**config.mk**
```make
export PLATFORM = sky130hd
export DESIGN_NAME = uart_io_bridge
export DESIGN_NICKNAME = d
export VERILOG_FILES = /design/src/rtl/uart_io_bridge.sv
export SDC_FILE = /design/constraint.sdc
export NUM_CORES = 1
export LEC_CHECK = 0
export CORE_ASPECT_RATIO = 0.8
export CORE_MARGIN = 2
export CORE_UTILIZATION = 62
export DETAILED_ROUTE_END_ITERATION = 6
export GPL_ROUTABILITY_DRIVEN = 0
export PLACE_DENSITY = 0.75
export SYNTH_ARGS = -nofsm -noshare
export SYNTH_HDL_FRONTEND = slang
export SYNTH_SLANG_ARGS = --single-unit
```
**constraint.sdc**
```tcl
create_clock -name clk -period 4.1 [get_ports clk]
set_input_delay 0.41 -clock clk [delete_from_list [all_inputs] [get_ports clk]]
set_output_delay 0.41 -clock clk [all_outputs]
set_load 0.01 [all_outputs]
```
**src/rtl/uart_io_bridge.sv**
```systemverilog
// CPU IO-port to UART (8N1, LSB first) bridge with independent TX and RX byte FIFOs.
// The cpu handshakes only ever stall on a full TX FIFO or an empty RX FIFO.

module uart_io_fifo #(
   parameter int DATA_W    = 8,
   parameter int FIFO_LOG2 = 4
) (
   input  logic              clk,
   input  logic              rstn,
   input  logic              push,
   input  logic [DATA_W-1:0] push_data,
   input  logic              pop,
   output logic [DATA_W-1:0] head,
   output logic              full,
   output logic              not_empty
);
   localparam int DEPTH = 1 << FIFO_LOG2;
   localparam logic [FIFO_LOG2:0] CNT_FULL = (FIFO_LOG2+1)'(DEPTH);

   logic [DATA_W-1:0]    mem [DEPTH];
   logic [FIFO_LOG2-1:0] wr_ptr;
   logic [FIFO_LOG2-1:0] rd_ptr;
   logic [FIFO_LOG2:0]   cnt;
   logic                 do_push;
   logic                 do_pop;

   // Flags come straight from the count register, so vld never feeds rdy.
   assign full      = (cnt == CNT_FULL);
   assign not_empty = (cnt != '0);
   assign do_pop    = pop && not_empty;
   assign do_push   = push && (!full || do_pop);
   assign head      = mem[rd_ptr];

   always_ff @(posedge clk) begin
      if (!rstn) begin
         wr_ptr <= '0;
         rd_ptr <= '0;
         cnt    <= '0;
      end else begin
         if (do_push) wr_ptr <= wr_ptr + 1'b1;
         if (do_pop)  rd_ptr <= rd_ptr + 1'b1;
         if (do_push && !do_pop)      cnt <= cnt + 1'b1;
         else if (do_pop && !do_push) cnt <= cnt - 1'b1;
      end
   end

   always_ff @(posedge clk) begin
      if (do_push) mem[wr_ptr] <= push_data;
   end
endmodule

module uart_io_bridge #(
   parameter int CLK_PER_BIT = 868,
   parameter int FIFO_LOG2   = 4
) (
   input  logic       clk,
   input  logic       rstn,
   input  logic [7:0] io_out_data,
   input  logic       io_out_vld,
   output logic       io_out_rdy,
   output logic [7:0] io_in_data,
   output logic       io_in_vld,
   input  logic       io_in_rdy,
   output logic [4:0] io_err,
   input  logic       uart_rx,
   output logic       uart_tx
);
   localparam int CW = $clog2(CLK_PER_BIT);
   localparam logic [CW-1:0] BIT_LAST  = CW'(CLK_PER_BIT - 1);
   localparam logic [CW-1:0] HALF_LAST = CW'(CLK_PER_BIT / 2 - 1);

   typedef enum logic [1:0] {IDLE, START, DATA, STOP} uart_state_t;

   logic [7:0] tx_head, rx_head;
   logic       tx_full, tx_ne, tx_pop;
   logic       rx_full, rx_ne, rx_push;

   uart_io_fifo #(.DATA_W(8), .FIFO_LOG2(FIFO_LOG2)) u_tx_fifo (
      .clk(clk), .rstn(rstn), .push(io_out_vld), .push_data(io_out_data),
      .pop(tx_pop), .head(tx_head), .full(tx_full), .not_empty(tx_ne)
   );

   assign io_out_rdy = !tx_full;

   uart_state_t tx_state, tx_state_nxt;
   logic [CW-1:0] tx_cnt, tx_cnt_nxt;
   logic [2:0]    tx_idx, tx_idx_nxt;
   logic [7:0]    tx_shift, tx_shift_nxt;
   logic          tx_line_nxt;
   logic          tx_bit_end;

   assign tx_bit_end = (tx_cnt == BIT_LAST);

   always_comb begin
      tx_state_nxt = tx_state;
      tx_cnt_nxt   = tx_cnt;
      tx_idx_nxt   = tx_idx;
      tx_shift_nxt = tx_shift;
      tx_line_nxt  = uart_tx;
      tx_pop       = 1'b0;
      if (tx_state != IDLE) tx_cnt_nxt = tx_bit_end ? '0 : tx_cnt + 1'b1;
      case (tx_state)
         IDLE: begin
            if (tx_ne) begin
               tx_pop       = 1'b1;
               tx_shift_nxt = tx_head;
               tx_line_nxt  = 1'b0;
               tx_cnt_nxt   = '0;
               tx_state_nxt = START;
            end
         end
         START: begin
            if (tx_bit_end) begin
               tx_idx_nxt   = 3'd0;
               tx_line_nxt  = tx_shift[0];
               tx_state_nxt = DATA;
            end
         end
         DATA: begin
            if (tx_bit_end) begin
               if (tx_idx == 3'd7) begin
                  tx_line_nxt  = 1'b1;
                  tx_state_nxt = STOP;
               end else begin
                  tx_idx_nxt  = tx_idx + 3'd1;
                  tx_line_nxt = tx_shift[tx_idx + 3'd1];
               end
            end
         end
         STOP: begin
            // Chain straight into the next start bit when more bytes are waiting.
            if (tx_bit_end) begin
               if (tx_ne) begin
                  tx_pop       = 1'b1;
                  tx_shift_nxt = tx_head;
                  tx_line_nxt  = 1'b0;
                  tx_state_nxt = START;
               end else begin
                  tx_state_nxt = IDLE;
               end
            end
         end
         default: tx_state_nxt = IDLE;
      endcase
   end

   always_ff @(posedge clk) begin
      if (!rstn) begin
         tx_state <= IDLE;
         tx_cnt   <= '0;
         tx_idx   <= '0;
         uart_tx  <= 1'b1;
      end else begin
         tx_state <= tx_state_nxt;
         tx_cnt   <= tx_cnt_nxt;
         tx_idx   <= tx_idx_nxt;
         uart_tx  <= tx_line_nxt;
      end
   end

   always_ff @(posedge clk) tx_shift <= tx_shift_nxt;

   uart_state_t rx_state, rx_state_nxt;
   logic [CW-1:0] rx_cnt, rx_cnt_nxt;
   logic [2:0]    rx_idx, rx_idx_nxt;
   logic [7:0]    rx_shift, rx_shift_nxt;
   logic          rx_meta, rx_sync, rx_prev;
   logic          rx_fall, rx_ferr_set, rx_ovf_set;
   logic          ferr, ovf;

   assign rx_fall = rx_prev && !rx_sync;

   always_comb begin
      rx_state_nxt = rx_state;
      rx_cnt_nxt   = rx_cnt;
      rx_idx_nxt   = rx_idx;
      rx_shift_nxt = rx_shift;
      rx_push      = 1'b0;
      rx_ferr_set  = 1'b0;
      case (rx_state)
         IDLE: begin
            if (rx_fall) begin
               rx_cnt_nxt   = '0;
               rx_state_nxt = START;
            end
         end
         START: begin
            // Mid-start-bit check; a high line here was only a glitch.
            if (rx_cnt == HALF_LAST) begin
               rx_cnt_nxt   = '0;
               rx_idx_nxt   = 3'd0;
               rx_state_nxt = rx_sync ? IDLE : DATA;
            end else begin
               rx_cnt_nxt = rx_cnt + 1'b1;
            end
         end
         DATA: begin
            if (rx_cnt == BIT_LAST) begin
               rx_cnt_nxt   = '0;
               rx_shift_nxt = {rx_sync, rx_shift[7:1]};
               rx_idx_nxt   = rx_idx + 3'd1;
               if (rx_idx == 3'd7) rx_state_nxt = STOP;
            end else begin
               rx_cnt_nxt = rx_cnt + 1'b1;
            end
         end
         STOP: begin
            if (rx_cnt == BIT_LAST) begin
               rx_cnt_nxt   = '0;
               rx_push      = rx_sync;
               rx_ferr_set  = !rx_sync;
               rx_state_nxt = IDLE;
            end else begin
               rx_cnt_nxt = rx_cnt + 1'b1;
            end
         end
         default: rx_state_nxt = IDLE;
      endcase
   end

   assign rx_ovf_set = rx_push && rx_full && !(io_in_rdy && rx_ne);

   always_ff @(posedge clk) begin
      if (!rstn) begin
         rx_state <= IDLE;
         rx_cnt   <= '0;
         rx_idx   <= '0;
         rx_meta  <= 1'b1;
         rx_sync  <= 1'b1;
         rx_prev  <= 1'b1;
         ferr     <= 1'b0;
         ovf      <= 1'b0;
      end else begin
         rx_state <= rx_state_nxt;
         rx_cnt   <= rx_cnt_nxt;
         rx_idx   <= rx_idx_nxt;
         rx_meta  <= uart_rx;
         rx_sync  <= rx_meta;
         rx_prev  <= rx_sync;
         if (rx_ferr_set) ferr <= 1'b1;
         if (rx_ovf_set)  ovf  <= 1'b1;
      end
   end

   always_ff @(posedge clk) rx_shift <= rx_shift_nxt;

   uart_io_fifo #(.DATA_W(8), .FIFO_LOG2(FIFO_LOG2)) u_rx_fifo (
      .clk(clk), .rstn(rstn), .push(rx_push), .push_data(rx_shift_nxt),
      .pop(io_in_rdy), .head(rx_head), .full(rx_full), .not_empty(rx_ne)
   );

   assign io_in_vld  = rx_ne;
   assign io_in_data = rx_ne ? rx_head : 8'h00;
   assign io_err     = {3'b000, ferr, ovf};
endmodule

```
==> results of run 1 <==
[logic make-up (layout without fill, tap and decap cells)]
kind of cell | count (synthesis) | in the layout | synth area share (%)
flops | 342 | 342 | 67.2
simple gates | 207 | 207 | 8.01
mux | 101 | 101 | 14.5
compound gates | 93 | 93 | 4.33
buf+inv | 71 | 116 | 2.24
fa+ha+maj | 32 | 32 | 2.94
xor+xnor | 12 | 12 | 0.744
other cells | 1 | 3 | 0.0266
[area by class of cell]
cell class                      count  share of cell area (%)
Sequential cell                   342                    60.7
Multi-Input combinational cell    448                    27.6
Clock buffer                       36                    5.35
Tap cell                          306                    2.45
Timing Repair Buffer               30                    1.92
Clock inverter                     22                    1.33
Inverter                           28                   0.672
[worst paths after layout]
check                                                endpoint  cells after the start  slack (ps)
worst max-delay path                            io_in_data[5]                      5         440
worst min-delay path                       rx_sync$_SDFF_PN1_                      1         410
worst max register to register  u_rx_fifo.cnt[4]$_SDFFE_PN0P_                     11         550
worst min register to register             rx_sync$_SDFF_PN1_                      1         410
[state kept, by name, summed over array words and instances (netlist names), named ones only]
| signal | cells |
|---|---|
| u_rx_fifo.cnt | 5 |
| ovf | 1 |
| rx_prev | 1 |
| rx_meta | 1 |
| rx_cnt | 10 |
| rx_idx | 3 |
| u_tx_fifo.cnt | 5 |
| tx_shift | 8 |
| rx_shift | 8 |
| u_rx_fifo.wr_ptr | 4 |
| u_rx_fifo.rd_ptr | 4 |
| u_tx_fifo.rd_ptr | 4 |
| u_rx_fifo.mem | 128 |
| tx_cnt | 10 |
| tx_idx | 3 |
| rx_sync | 1 |
| tx_state | 2 |
| u_tx_fifo.mem | 128 |
| u_tx_fifo.wr_ptr | 4 |
| rx_state | 1 |
| ferr | 1 |
| uart_tx | 1 |
[metal layers]
metal  part of all wire (%)  up-vias
li1                       -     3384
met1                     46     3945
met2                     47      243
met3                    5.9       28
met4                    1.2        0
met5                      0        -
[stage by stage]
stage	power, uW	worst slack, ps
2_1_floorplan	4880	1010
3_3_place_gp	5110	869
3_5_place_dp	5180	716
4_1_cts	8080	381
5_1_grt	8340	269
6_report	8050	443
[synthesized netlist by cell type, types with 6 or more instances]
cell	instances	share of area (%)
edfxtp_1	264	56
mux4_2	82	13
dfxtp_1	78	11
nor2_1	47	1.2
nand2_1	39	1.0
and2_1	35	1.6
ha_1	30	2.7
inv_1	27	0.72
a21oi_1	24	0.85
clkbuf_1	22	0.58
nand3_1	19	0.67
a31oi_1	15	0.66
o21ai_0	15	0.53
and3_1	12	0.53
mux2i_1	11	0.78
buf_4	10	0.53
nand3b_1	9	0.48
mux2_2	8	0.64
nand2b_1	7	0.31
nor3_1	7	0.25
buf_1	6	0.16
xnor2_1	6	0.37
xor2_1	6	0.37
[power breakdown]
| group | switching [uW] | total (uW) | leakage (uW) | internal [uW] |
|---|---|---|---|---|
| combinational | 605 | 1130 | 0.00161 | 522 |
| sequential | 140 | 4000 | 0.00336 | 3860 |
| clock | 1260 | 2920 | 0.000513 | 1660 |
| total | 2010 | 8050 | 0.00548 | 6050 |
[worst reg2reg max path: cells and delay by family (launching register included)]
kind / cells / cell delay [ps]
AOI/OAI and AO/OA: 2 / 390
adders and majority gates: 2 / 620
buffers and inverters: 1 / 110
DFF: 1 / 360
muxes: 1 / 240
and+or+nand+nor: 5 / 1750
==> impl_metrics.yaml, run 1 <==
status:
  status: "finished, final reports clean"
clock_network:
  cts_resized: 0
  clk_path_buf_depth: 3
  cts.sinks: 342
  ctsHoldBuffers: 0
  cts_setup_buffers: 0
  cts_max_level: 1
  clk_latency_ps: 560
  cts_root_buf: "clkbuf_16"
  cts_buffers: 31
  cts_tree: "yes"
  clkSlewWorstSetupHoldPaths_ps: 70
run:
  maxCapViolations: 0
power_and_ir_drop:
  power.density_mw_per_mm2: 515
  p_leak_uw: 0.00548
  ir_drop_mv: 0.427
setup_path:
  timing.rr.start: "u_rx_fifo.cnt[0]$_SDFFE_PN0P_"
  crit_chain: "buf_12 -> mux4_2 -> mux4_2 -> and2_1 -> clkdlybuf4s50_1"
  cp_top_family: "multiplexers"
  required_ps: 3690
  worst-path-buf-inv: 2
  slowest_stage: "dfxtp_2"
  cp-end-kind: "primary output"
  cp_slowest_stage_delay_ps: 700
  crit_path_frequent_cell: "mux4_2"
  path_max_fanout: 19
  worstPathArrival_ps: 3250
  cp-start-kind: "flop"
  path_class: "reg2out"
global_route:
  grt_pass1_wl_um: 44300
  grt_util_met2_pct: 38.4
  use_met1_pct: 36.3
  overflow: 0
  grt_pass1_vias: 7620
  grtUsageMet3_pct: 3.92
  grt_usage_pct: 24.0
  top_usage_layer: "met2"
  grt_max_degree: 46
  antenna_found_initial: 1
timing:
  finalMaxSlewViolations: 0
  final_hold_viol_count: 0
  tns_ps: 0
  tightest_slew_ps: 1060
  rsz0062_at_grt: "no"
  layout_min_cycle_time_ps: 3660
  max_freq_ghz: 0.273
  skew_ps: 11.5
  min_period_over_period_pct: 89.2
  setup_viol_count_final: 0
  max_slew_margin_pct: 29.3
  whs_ps: 411
cells_and_area:
  seq_area_sq_mm: 0.00949
  layout_commonest_cell: "edfxtp_1"
  drive_gt1_share_pct: 18.4
  multi_input_area_sq_mm: 0.00432
  fill_cells: 1427
  area_growth_pct: 10.8
  diodes: 0
  final_area_sq_mm: 0.0156
  layout.nets: 926
  utilization_pct: 69.7
  layout_common_cells: "edfxtp_1 (264), mux4_2 (82), dfxtp_1 (75), nor2_1 (47), nand2_1 (39)"
  instances_no_fill: 1212
placement:
  dp.cells: 1154
  dpl-instance-area_sq_mm: 0.0146
  portBuffers: 25
  dp_hpwl_um: 18400
floorplanning:
  die_h_um: 139
  rows: 49
  initial_core_util_pct: 62.9
  die_w_um: 173
  die-area_sq_mm: 0.0240
  coreArea_sq_mm: 0.0224
  ios: 29
routing:
  first_pass_iters: 5
  wl_per_cell_um: 23.2
  drt_iter0_drc: 792
  wl_um: 28100
  via_count: 7600
  drtAntennaViolNets: 0
  drc: 0
  vias_per_cell: 6.27
synthesis:
  netlist_area_sq_mm: 0.0141
  synthCells: 859
  ys_types: 66
  syn_area_per_cell_sq_um: 16.4
  yosysSeqAreaShare_pct: 67.2
  synth_edf_count: 264
  async_reset_ff_share_pct: 0
  ys_warn_count: 0
  ys_ff_latch: 342
  synth_ff_type: "edfxtp_1"
hold_path:
  min_path_type: "reg2reg"
  hold_start: "rx_meta$_SDFF_PN1_"
(Power assumes the default switching activity.)
==> run 2: changes to the inputs <==
PLACE_DENSITY = 0.84   (was 0.75)
==> impl_metrics.yaml, run 2 (synthesis results as in run 1) <==
status:
  status: "finished, final reports clean"
power_and_ir_drop:
  p_leak_uw: 0.00550
  power.density_mw_per_mm2: 520
  ir_drop_mv: 0.296
clock_network:
  clk_latency_ps: 510
  cts_resized: 0
  cts_tree: "yes"
  cts_root_buf: "clkbuf_16"
  clkSlewWorstSetupHoldPaths_ps: 60
  clk_path_buf_depth: 3
  ctsHoldBuffers: 0
  cts_setup_buffers: 0
  cts_buffers: 34
  cts.sinks: 342
  cts_max_level: 2
setup_path:
  cp-end-kind: "primary output"
  worstPathArrival_ps: 3200
  required_ps: 3690
  path_max_fanout: 14
  cp-start-kind: "flop"
  path_class: "reg2out"
routing:
  vias_per_cell: 6.40
  wl_per_cell_um: 24.8
  first_pass_iters: 5
  drt_iter0_drc: 1023
  via_count: 7795
  drc: 0
  drtAntennaViolNets: 0
  wl_um: 30200
timing:
  final_hold_viol_count: 0
  tns_ps: 0
  max_slew_margin_pct: 26.0
  setup_viol_count_final: 0
  max_freq_ghz: 0.277
  tightest_slew_ps: 1100
  skew_ps: 13.8
  setup_ws_ps: 489
  whs_ps: 424
  min_period_over_period_pct: 88.1
  rsz0062_at_grt: "no"
  layout_min_cycle_time_ps: 3610
  finalMaxSlewViolations: 0
global_route:
  grt_pass1_wl_um: 46500
  grt_usage_pct: 25.8
  grt_max_degree: 46
  overflow: 0
  grt_pass1_vias: 7759
  antenna_found_initial: 1
floorplanning:
  ios: 29
  coreArea_sq_mm: 0.0224
  die-area_sq_mm: 0.0240
  initial_core_util_pct: 62.9
  rows: 49
  die_h_um: 139
  die_w_um: 173
placement:
  dp_hpwl_um: 17600
  dpl-instance-area_sq_mm: 0.0146
  portBuffers: 25
  place_ws_ps: 767
  dp.cells: 1156
cells_and_area:
  layout.nets: 931
  instances_no_fill: 1218
  area_growth_pct: 11.2
  layout_commonest_cell: "edfxtp_1"
  diodes: 0
  layout_common_cells: "edfxtp_1 (264), mux4_2 (82), dfxtp_1 (76), nor2_1 (47), nand2_1 (39)"
  top_regs: "u_rx_fifo.mem (128), u_tx_fifo.mem (128)"
  fill_cells: 1375
  drive_gt1_share_pct: 18.1
  final_area_sq_mm: 0.0157
hold_path:
  min_path_type: "reg2reg"
run:
  maxCapViolations: 0
run 2: worst paths after layout:
| check | from | endpoint | slack (ps) | cells after the start |
|---|---|---|---|---|
| worst min-delay path | rx_meta$_SDFF_PN1_ | rx_sync$_SDFF_PN1_ | 420 | 1 |
| worst max-delay path | flop | io_in_data[1] | 490 | 5 |
| worst max register to register | u_rx_fifo.cnt[0]$_SDFFE_PN0P_ | u_rx_fifo.cnt[4]$_SDFFE_PN0P_ | 610 | 11 |
| worst min register to register | rx_meta$_SDFF_PN1_ | rx_sync$_SDFF_PN1_ | 420 | 1 |
run 2: worst max-delay path, stage by stage, from the launching register on:
cell,delay [ps]
dfxtp_2,680
buf_4,280
mux4_2,560
mux4_2,480
and2_1,190
clkdlybuf4s50_1,500
run 2: final cells by class:
cell class | instances | area (sq um) | share of cell area (%)
Tap cell | 306 | 383 | 2.44
Clock buffer | 45 | 923 | 5.88
Sequential cell | 342 | 9490 | 60.4
Inverter | 28 | 105 | 0.669
Multi-Input combinational cell | 448 | 4320 | 27.5
Timing Repair Buffer | 32 | 315 | 2.01
Clock inverter | 17 | 166 | 1.06
run 2: routing by layer:
metal  routed length, um  global-route usage (%)  vias to the layer above
met4                 809                    8.88                        2
li1                    -                       -                     3410
met3                2310                    5.04                       68
met1               12700                    37.4                     3899
met5                  13                       0                        -
met2               14300                    40.0                      416
run 2: metrics by stage:
step / utilization, % / power (uW)
floorplan: - / 4880
global placement: 65.1 / 5130
detailed placement: 65.1 / 5180
CTS: 70.0 / 8210
global route: 70.0 / 8470
finish: 70.0 / 8170
run 2: power breakdown:
| part | total (uW) | internal [uW] | switching, uW |
|---|---|---|---|
| Combinational | 1170 | 522 | 651 |
| Clock | 3050 | 1740 | 1310 |
| Sequential | 3950 | 3860 | 89.4 |
| Total | 8170 | 6120 | 2050 |
